<file path="src/rtl/cross_bar_bank_port_if.sv">
// Channel-request and bank-side handshake bundle for one cross bar bank port.
// slave: the bank port; master: upstream channels plus bank model.
interface cross_bar_bank_port_if #(
  parameter int NUM_CH    = 3,
  parameter int ENTRY_W   = 3,
  parameter int PAYLOAD_W = 64,
  parameter int BUF_DEPTH = 2
);
  localparam int CNT_W = $clog2(BUF_DEPTH) + 1;

  logic [NUM_CH-1:0]           ch_req_valid_i;
  logic [NUM_CH*ENTRY_W-1:0]   ch_req_entry_i;
  logic [NUM_CH*PAYLOAD_W-1:0] ch_req_payload_i;
  logic [NUM_CH-1:0]           ch_grant_o;
  logic                        bank_valid_o;
  logic                        bank_ready_i;
  logic [1:0]                  bank_ch_id_o;
  logic [ENTRY_W-1:0]          bank_entry_o;
  logic [PAYLOAD_W-1:0]        bank_payload_o;
  logic [CNT_W-1:0]            buf_cnt_o;

  modport slave (
    input  ch_req_valid_i,
    input  ch_req_entry_i,
    input  ch_req_payload_i,
    input  bank_ready_i,
    output ch_grant_o,
    output bank_valid_o,
    output bank_ch_id_o,
    output bank_entry_o,
    output bank_payload_o,
    output buf_cnt_o
  );

  modport master (
    output ch_req_valid_i,
    output ch_req_entry_i,
    output ch_req_payload_i,
    output bank_ready_i,
    input  ch_grant_o,
    input  bank_valid_o,
    input  bank_ch_id_o,
    input  bank_entry_o,
    input  bank_payload_o,
    input  buf_cnt_o
  );
endinterface

</file>
<file path="src/rtl/cross_bar_bank_port.sv">
// Per-bank round-robin arbiter feeding a small output FIFO toward the bank.
// Optional CROSS_BAR_BANK_BYPASS_EN: zero-latency path when FIFO empty and bank ready.
module cross_bar_bank_port #(
  parameter int NUM_CH    = 3,
  parameter int ENTRY_W   = 3,
  parameter int PAYLOAD_W = 64,
  parameter int BUF_DEPTH = 2
) (
  input  logic                 clk_i,
  input  logic                 rstn_i,
  cross_bar_bank_port_if.slave bus
);
  localparam int PTR_W = $clog2(BUF_DEPTH);
  localparam int CNT_W = PTR_W + 1;

  logic [1:0]           rr_ptr_q;
  logic [1:0]           cand;
  logic [1:0]           g_id;
  logic                 g_vld;
  logic [NUM_CH-1:0]    grant;
  logic [ENTRY_W-1:0]   g_entry;
  logic [PAYLOAD_W-1:0] g_pl;

  logic [PTR_W-1:0]     wr_ptr_q;
  logic [PTR_W-1:0]     rd_ptr_q;
  logic [CNT_W-1:0]     cnt_q;
  logic                 push;
  logic                 pop;
  logic                 bypass;

  logic [1:0]           mem_ch    [BUF_DEPTH];
  logic [ENTRY_W-1:0]   mem_entry [BUF_DEPTH];
  logic [PAYLOAD_W-1:0] mem_pl    [BUF_DEPTH];

  // A pop this cycle never frees a slot for a push this cycle.
  always_comb begin
    grant = '0;
    g_vld = 1'b0;
    g_id  = '0;
    cand  = '0;
    if (cnt_q < CNT_W'(BUF_DEPTH)) begin
      for (int k = 0; k < NUM_CH; k++) begin
        cand = 2'((int'(rr_ptr_q) + k) % NUM_CH);
        if (!g_vld && bus.ch_req_valid_i[cand]) begin
          g_vld = 1'b1;
          g_id  = cand;
        end
      end
    end
    if (g_vld) grant[g_id] = 1'b1;
  end

  assign g_entry = bus.ch_req_entry_i[int'(g_id)*ENTRY_W +: ENTRY_W];
  assign g_pl    = bus.ch_req_payload_i[int'(g_id)*PAYLOAD_W +: PAYLOAD_W];

`ifdef CROSS_BAR_BANK_BYPASS_EN
  assign bypass = g_vld & (cnt_q == '0) & bus.bank_ready_i;
`else
  assign bypass = 1'b0;
`endif

  assign push = g_vld & ~bypass;
  assign pop  = (cnt_q != '0) & bus.bank_ready_i;

  always_ff @(posedge clk_i or negedge rstn_i) begin
    if (!rstn_i) begin
      rr_ptr_q <= '0;
    end else if (g_vld) begin
      rr_ptr_q <= (g_id == 2'(NUM_CH-1)) ? 2'd0 : 2'(g_id + 2'd1);
    end
  end

  always_ff @(posedge clk_i or negedge rstn_i) begin
    if (!rstn_i) begin
      wr_ptr_q <= '0;
      rd_ptr_q <= '0;
      cnt_q    <= '0;
      for (int i = 0; i < BUF_DEPTH; i++) begin
        mem_ch[i]    <= '0;
        mem_entry[i] <= '0;
        mem_pl[i]    <= '0;
      end
    end else begin
      if (push) begin
        mem_ch[wr_ptr_q]    <= g_id;
        mem_entry[wr_ptr_q] <= g_entry;
        mem_pl[wr_ptr_q]    <= g_pl;
        wr_ptr_q            <= wr_ptr_q + PTR_W'(1);
      end
      if (pop) rd_ptr_q <= rd_ptr_q + PTR_W'(1);
      unique case ({push, pop})
        2'b10:   cnt_q <= cnt_q + CNT_W'(1);
        2'b01:   cnt_q <= cnt_q - CNT_W'(1);
        default: cnt_q <= cnt_q;
      endcase
    end
  end

  assign bus.ch_grant_o     = grant;
  assign bus.buf_cnt_o      = cnt_q;
  assign bus.bank_valid_o   = (cnt_q != '0) | bypass;
  assign bus.bank_ch_id_o   = bypass ? g_id    : mem_ch[rd_ptr_q];
  assign bus.bank_entry_o   = bypass ? g_entry : mem_entry[rd_ptr_q];
  assign bus.bank_payload_o = bypass ? g_pl    : mem_pl[rd_ptr_q];
endmodule
</file>
<file path="src/flat_wrapper.sv">
// flat-port wrapper written by rule: the top's interface ports become plain ports
module cross_bar_bank_port_flat 
#(
  parameter int NUM_CH    = 3,
  parameter int ENTRY_W   = 3,
  parameter int PAYLOAD_W = 64,
  parameter int BUF_DEPTH = 2
)
  (clk_i, rstn_i, bus_ch_req_valid_i, bus_ch_req_entry_i, bus_ch_req_payload_i, bus_bank_ready_i, bus_ch_grant_o, bus_bank_valid_o, bus_bank_ch_id_o, bus_bank_entry_o, bus_bank_payload_o, bus_buf_cnt_o);
  cross_bar_bank_port_if #(.NUM_CH(NUM_CH), .ENTRY_W(ENTRY_W), .PAYLOAD_W(PAYLOAD_W), .BUF_DEPTH(BUF_DEPTH)) bus_i ();
  input  logic clk_i;
  input  logic rstn_i;
  input wire logic [$bits(bus_i.ch_req_valid_i)-1:0] bus_ch_req_valid_i;
  input wire logic [$bits(bus_i.ch_req_entry_i)-1:0] bus_ch_req_entry_i;
  input wire logic [$bits(bus_i.ch_req_payload_i)-1:0] bus_ch_req_payload_i;
  input wire logic [$bits(bus_i.bank_ready_i)-1:0] bus_bank_ready_i;
  output wire logic [$bits(bus_i.ch_grant_o)-1:0] bus_ch_grant_o;
  output wire logic [$bits(bus_i.bank_valid_o)-1:0] bus_bank_valid_o;
  output wire logic [$bits(bus_i.bank_ch_id_o)-1:0] bus_bank_ch_id_o;
  output wire logic [$bits(bus_i.bank_entry_o)-1:0] bus_bank_entry_o;
  output wire logic [$bits(bus_i.bank_payload_o)-1:0] bus_bank_payload_o;
  output wire logic [$bits(bus_i.buf_cnt_o)-1:0] bus_buf_cnt_o;
  assign bus_i.ch_req_valid_i = bus_ch_req_valid_i;
  assign bus_i.ch_req_entry_i = bus_ch_req_entry_i;
  assign bus_i.ch_req_payload_i = bus_ch_req_payload_i;
  assign bus_i.bank_ready_i = bus_bank_ready_i;
  assign bus_ch_grant_o = bus_i.ch_grant_o;
  assign bus_bank_valid_o = bus_i.bank_valid_o;
  assign bus_bank_ch_id_o = bus_i.bank_ch_id_o;
  assign bus_bank_entry_o = bus_i.bank_entry_o;
  assign bus_bank_payload_o = bus_i.bank_payload_o;
  assign bus_buf_cnt_o = bus_i.buf_cnt_o;
  cross_bar_bank_port #(.NUM_CH(NUM_CH), .ENTRY_W(ENTRY_W), .PAYLOAD_W(PAYLOAD_W), .BUF_DEPTH(BUF_DEPTH)) u_core (.clk_i(clk_i), .rstn_i(rstn_i), .bus(bus_i));
endmodule
</file>
<file path="config.mk">
export PLATFORM = sky130hd
export DESIGN_NAME = cross_bar_bank_port_flat
export DESIGN_NICKNAME = d
export VERILOG_FILES = /design/src/rtl/cross_bar_bank_port_if.sv /design/src/rtl/cross_bar_bank_port.sv /design/src/flat_wrapper.sv
export SDC_FILE = /design/constraint.sdc
export NUM_CORES = 1
export LEC_CHECK = 0
export CORE_ASPECT_RATIO = 2
export CORE_UTILIZATION = 35
export CTS_CLUSTER_SIZE = 10
export DETAILED_ROUTE_END_ITERATION = 12
export GPL_ROUTABILITY_DRIVEN = 0
export PLACE_DENSITY = 0.68
export SETUP_SLACK_MARGIN = 0.1
export SYNTH_ARGS = -nofsm -noshare
export SYNTH_HDL_FRONTEND = slang
export SYNTH_SLANG_ARGS = --single-unit
</file>
<file path="constraint.sdc">
create_clock -name clk_i -period 3.3 [get_ports clk_i]
set_clock_uncertainty 0.2 [all_clocks]
set_input_delay 0.66 -clock clk_i [delete_from_list [all_inputs] [get_ports clk_i]]
set_output_delay 0.66 -clock clk_i [all_outputs]
set_load 0.03 [all_outputs]
</file>
== Word level (Yosys, flattened, before mapping) ==
Cells that the tools add are included.
Storage, ports and cells
  register bits: 144
  bits of input ports: 207
  word-level logic and storage cells: 85
Operators by class
  $add $sub $neg: 7
  multiply operators: 1
  div/mod/pow operators: 3
  magnitude comparators: 9
  equality and inequality tests: 3
  shift-type cells: 2
  multiplexer cells: 39
  bitwise gates (word level): 3
  reduce and logical (&&, ||, !) cells: 8
Operators by type and width (count)
  2-to-1 mux 64 bit: 4
  indexed part select 192 x 9 -> 64 bit: 1
  bitwise mux 128 bit: 1
  demux 64 bit (select 1 bit): 1
  modulo 32 x 3 -> 32 bit (second input constant): 2
  modulo 3 x 3 -> 32 bit (second input constant): 1
  indexed part select 9 x 32 -> 3 bit: 1
  2-to-1 mux 2 bit: 9
  2-to-1 mux 3 bit: 5
  < comparator 2 x 3 -> 1 bit (second input constant): 4
  2-to-1 mux 1 bit: 10
  binary-select mux 1 bit (select 2 bit): 3
  bitwise mux 6 bit: 1
  adder 2 x 1 -> 2 bit (second input constant): 2
  bitwise mux 4 bit: 1
  equality test 2 bit (second input constant): 2
  greater-or-equal comparator 2 bit (second input constant): 2
  logical AND 1 bit: 4
  multiplier 2 x 2 -> 4 bit (second input constant): 1
  inverter 1 -> 2 bit: 2
  case mux 2 bit (2 select lines): 1
  nonzero test 2 bit: 2
  adder 2 x 1 -> 3 bit (second input constant): 1
  adder 2 x 2 -> 3 bit (second input constant): 1
  other kinds (11): 13

== Longest topological paths before layout ==
  word-level depth: 18
  depth in mapped cells: 12

== Worst setup path before layout ==
OpenSTA, ideal clock, no wires.
  kind: register to output
  start point: register u_core.rr_ptr_q[1]
  end point: output bus_ch_grant_o[2]
  arrival: 2.171 ns
  slack: 0.269 ns
  stages on the path, launching flop included: 9
  cell sequence: dfrtp_1 -> ha_1 -> buf_4 -> nand2b_1 -> a2111oi_2 -> buf_2 -> clkbuf_1 -> o21bai_1 -> inv_1
On the way
  word-level cells in the longest chain between the ends: 18
  elaborated cells between the ends (all ways): 31
RTL lines
  start, declared: line cross_bar_bank_port.sv:16  | logic [1:0] rr_ptr_q;
  start signal, assigned: line cross_bar_bank_port.sv:69  | rr_ptr_q <= (g_id == 2'(NUM_CH-1)) ? 2'd0 : 2'(g_id + 2'd1);
  parallel branches: the longest is 17 deep, another holds modulo 32 x 3 -> 32 bit
  2-to-1 mux 3 bit *: line cross_bar_bank_port.sv:50  | if (g_vld) grant[g_id] = 1'b1;
  end, declared: line flat_wrapper.sv:17  | output wire logic [$bits(bus_i.ch_grant_o)-1:0] bus_ch_grant_o;
Every way passes the cells marked *. The select of a mux whose other input is x is not followed.

== Worst setup path after layout ==
  start point: input bus_ch_req_valid_i[1]
  end point: output bus_ch_grant_o[0]
On the way
  word-level cells in the longest chain between the ends: 17
  elaborated cells between the ends (all ways): 26
RTL lines
  start, declared: line flat_wrapper.sv:13  | input wire logic [$bits(bus_i.ch_req_valid_i)-1:0] bus_ch_req_valid_i;
  binary-select mux 1 bit (select 2 bit): line cross_bar_bank_port.sv:44  | if (!g_vld && bus.ch_req_valid_i[cand]) begin
  2-to-1 mux 1 bit (implied by the code): line cross_bar_bank_port.sv:44
  2-to-1 mux 1 bit: line cross_bar_bank_port.sv:44
  2-to-1 mux 1 bit: line cross_bar_bank_port.sv:41  | if (cnt_q < CNT_W'(BUF_DEPTH)) begin
  zero test 1 bit: line cross_bar_bank_port.sv:44
  logical AND 1 bit: line cross_bar_bank_port.sv:44
  2-to-1 mux 1 bit: line cross_bar_bank_port.sv:44
  2-to-1 mux 1 bit: line cross_bar_bank_port.sv:41
  zero test 1 bit: line cross_bar_bank_port.sv:44
  logical AND 1 bit: line cross_bar_bank_port.sv:44
  2-to-1 mux 2 bit: line cross_bar_bank_port.sv:44
  2-to-1 mux 2 bit: line cross_bar_bank_port.sv:41
  < comparator 2 x 3 -> 1 bit (implied by the code) / greater-or-equal comparator 2 x 1 -> 1 bit (equally long branches): line cross_bar_bank_port.sv:50
  logical AND 1 bit (implied by the code): line cross_bar_bank_port.sv:50
  2-to-1 mux 1 bit (implied by the code): line cross_bar_bank_port.sv:50
  demux 1 bit (select 2 bit)
  2-to-1 mux 3 bit *: line cross_bar_bank_port.sv:50
Every way passes the cells marked *; elsewhere a longest branch is shown, timed or not. The select of a mux whose other input is x is not followed.

==> results.toml <==
[outcome]
outcome = "completed"

[timing]
holdWs_ps = 36.54
slew_viol_final = 0
period_share_pct = 95.05
fmax_ghz = 0.3188
relSlewSlack_pct = 44.80
rsz0062_at_grt = "yes"
fin_ws_ps = 163.4
setup_viol = 0
min_period_ps = 3137
hold_viol = 0
worst_slew_pin_slew_ps = 827.9
setup_tns_ps = 0

[global_routing]
grt_max_degree = 98
track_usage_pct = 27.95
globalRouteMet2Util_pct = 48.15
overflow = 0
gr-usage-met3_pct = 3.341
grt_antenna_before_repair = 4
gr-usage-met1_pct = 31.45
grt-busiest-layer = "met2"
grt_pass1_wl_um = 54690
grt_pass1_vias = 9898

[synthesis]
ys_seq_area_share_pct = 40.86
synth_nets = 1134
synth_edf_count = 0
ys_seq_elements = 144
syn_area_per_cell_um2 = 9.545
synth_cells = 924
synth_area_um2 = 8820
ys_warn_count = 0
synthFlopType = "dfrtp_1"
synthDistinctLibCells = 37
async_flop_share_pct = 100.0

[floorplan]
start_util_pct = 35.81
die_area_um2 = 25880
boundaryPins = 282
fp.dieH_um = 226.5
core_area_um2 = 24630
dieWidth_um = 114.2
row_count = 81

[place]
placed_area_um2 = 12100
pre_cts_ws_ps = 13.10
dp_hpwl_um = 22350
placed_cells = 1458
port_buffers = 281

[routing]
drt-pass1-iter-count = 5
drc_errors = 0
via_per_inst = 6.182
drt_iter0_drc = 835
ant_nets = 0
drt_wl_total_um = 35780
wl_per_cell_um = 23.87
vias = 9267

[worst_setup_path]
crit_chain = "clkdlybuf4s50_1 -> and4bb_2 -> a211oi_1 -> nand2_1 -> nor2_1 -> buf_4 -> buf_12"
path_class = "input port to primary output"
crit_arrival_ps = 2280
startpoint = "bus_ch_req_valid_i[1]"
cp.required_ps = 2440
cp_max_fo = 7
cpPeakStageDelay_ps = 610
crit_slowest_cell = "clkdlybuf4s50_1"
r2r-start = "u_core.rr_ptr_q[0]"
cp-start-kind = "input port"
end_kind = "primary output"

[finish]
final_layout_size_suffix_gt1_share_pct = 13.95
area_growth_pct = 45.08
layout_commonest_cell = "clkdlybuf4s50_1"
final_cell_mix = "clkdlybuf4s50_1, dfrtp_1, a21oi_1, a41oi_1, o21ai_0"
nNetsFinal = 1358
finish.instance_area_um2 = 12800
final_util_pct = 51.96
finalNonFillerCells = 1499
fillCellCount = 2282

[cts]
clock_sinks = 144
htree_num_levels = 4
cts-root-buf = "clkbuf_16"
clkLatencyLatePin_ps = 430
cts_buffer_depth = 2
numCtsBuffers = 17
cts_tree = "built"
clk_pin_slew_ps = 60

[pwr]
ir_worst_vdd_v = 0.0007847
power_density_nw_per_um2 = 1138
p_leak_nw = 4.435
power_mw = 14.56

[flow_run]
maxCapViolCount = 0

[min_path]
worstHoldPathType = "input port to asynchronous set/reset pin"
==> state kept, by name, summed over array words and instances (netlist names) <==
signal,count
u_core.bus.buf_cnt_o,2
u_core.rr_ptr_q,2
u_core.mem_ch,4
u_core.mem_pl,128
u_core.rd_ptr_q,1
u_core.wr_ptr_q,1
u_core.mem_entry,6
==> cell families after synthesis <==
logic type               share of synthesized area [%]
AND/OR/NAND/NOR                                  12.71
XOR/XNOR                                        0.4966
adder cells (fa/ha/maj)                         0.4256
buffers and inverters                            5.930
flip-flops                                       40.86
multiplexers                                     9.008
AO/OA/AOI/OAI                                    30.57
==> worst paths after layout <==
path / end / slack [ps] / depth (start not counted)
worst max-delay path: bus_ch_grant_o[0] / 160 / 7
worst min-delay path: u_core.mem_pl[62] / 40 / 1
worst max register to register: u_core.mem_pl[114] / 410 / 7
worst min register to register: u_core.mem_ch[1] / 320 / 2
max in group asynchronous: u_core.mem_pl[71] / 2070 / 2
min in group clk_i: u_core.mem_ch[1] / 320 / 2
==> what timing repair did <==
action,CTS,global route
pin swaps,0,1
resized for setup,3,5
gates cloned,0,0
setup buffers,1,2
hold buffers,0,0
setup endpoints to repair,50,21
==> cell type report <==
type                       instances  area [um^2]  share of cell area (%)
clock inverter                    12        158.9                   1.242
inverter                          12        45.04                  0.3520
antenna                            6        15.01                  0.1173
sequential                       144         3611                   28.22
timing repair buffer             320         3297                   25.77
tap                              332        415.4                   3.246
multi-input combinational        653         4797                   37.49
clock buffer                      20        456.7                   3.569
==> Yosys cell counts (5+ instances only) <==
library cell  count  area [um^2]
nand4b_1         67        586.8
nand2_1           5        18.77
mux2_2           67        754.5
nor2b_1          67        419.2
o21ai_0         130        650.6
o21ai_1           6        30.03
a21oi_1         137        685.7
buf_2            28        140.1
nor2_1            5        18.77
inv_1            12        45.04
a41oi_1         134         1174
dfrtp_1         144         3603
clkbuf_1         83        311.6
==> report_power, final <==
group	switching, mW	total [mW]	internal (mW)
clock	0.798	2.03	1.23
sequential	0.597	3.30	2.70
combinational	5.42	9.23	3.81
total	6.82	14.6	7.74
==> per-layer routing <==
layer  up-vias  part of all wire, %  routed length, um
met5         -                    0                  0
met4         0                  5.5               1984
met3       109                  4.9               1766
met2       458                   52              18580
met1      4640                   38              13440
li1       4060                    -                  -
==> worst max-delay path: cells and delay by family <==
kind	cells	cell delay, ps
AND/OR/NAND/NOR	3	510
buffers and inverters	3	860
AO/OA/AOI/OAI	1	240
Power figures use the tool's default switching activity.
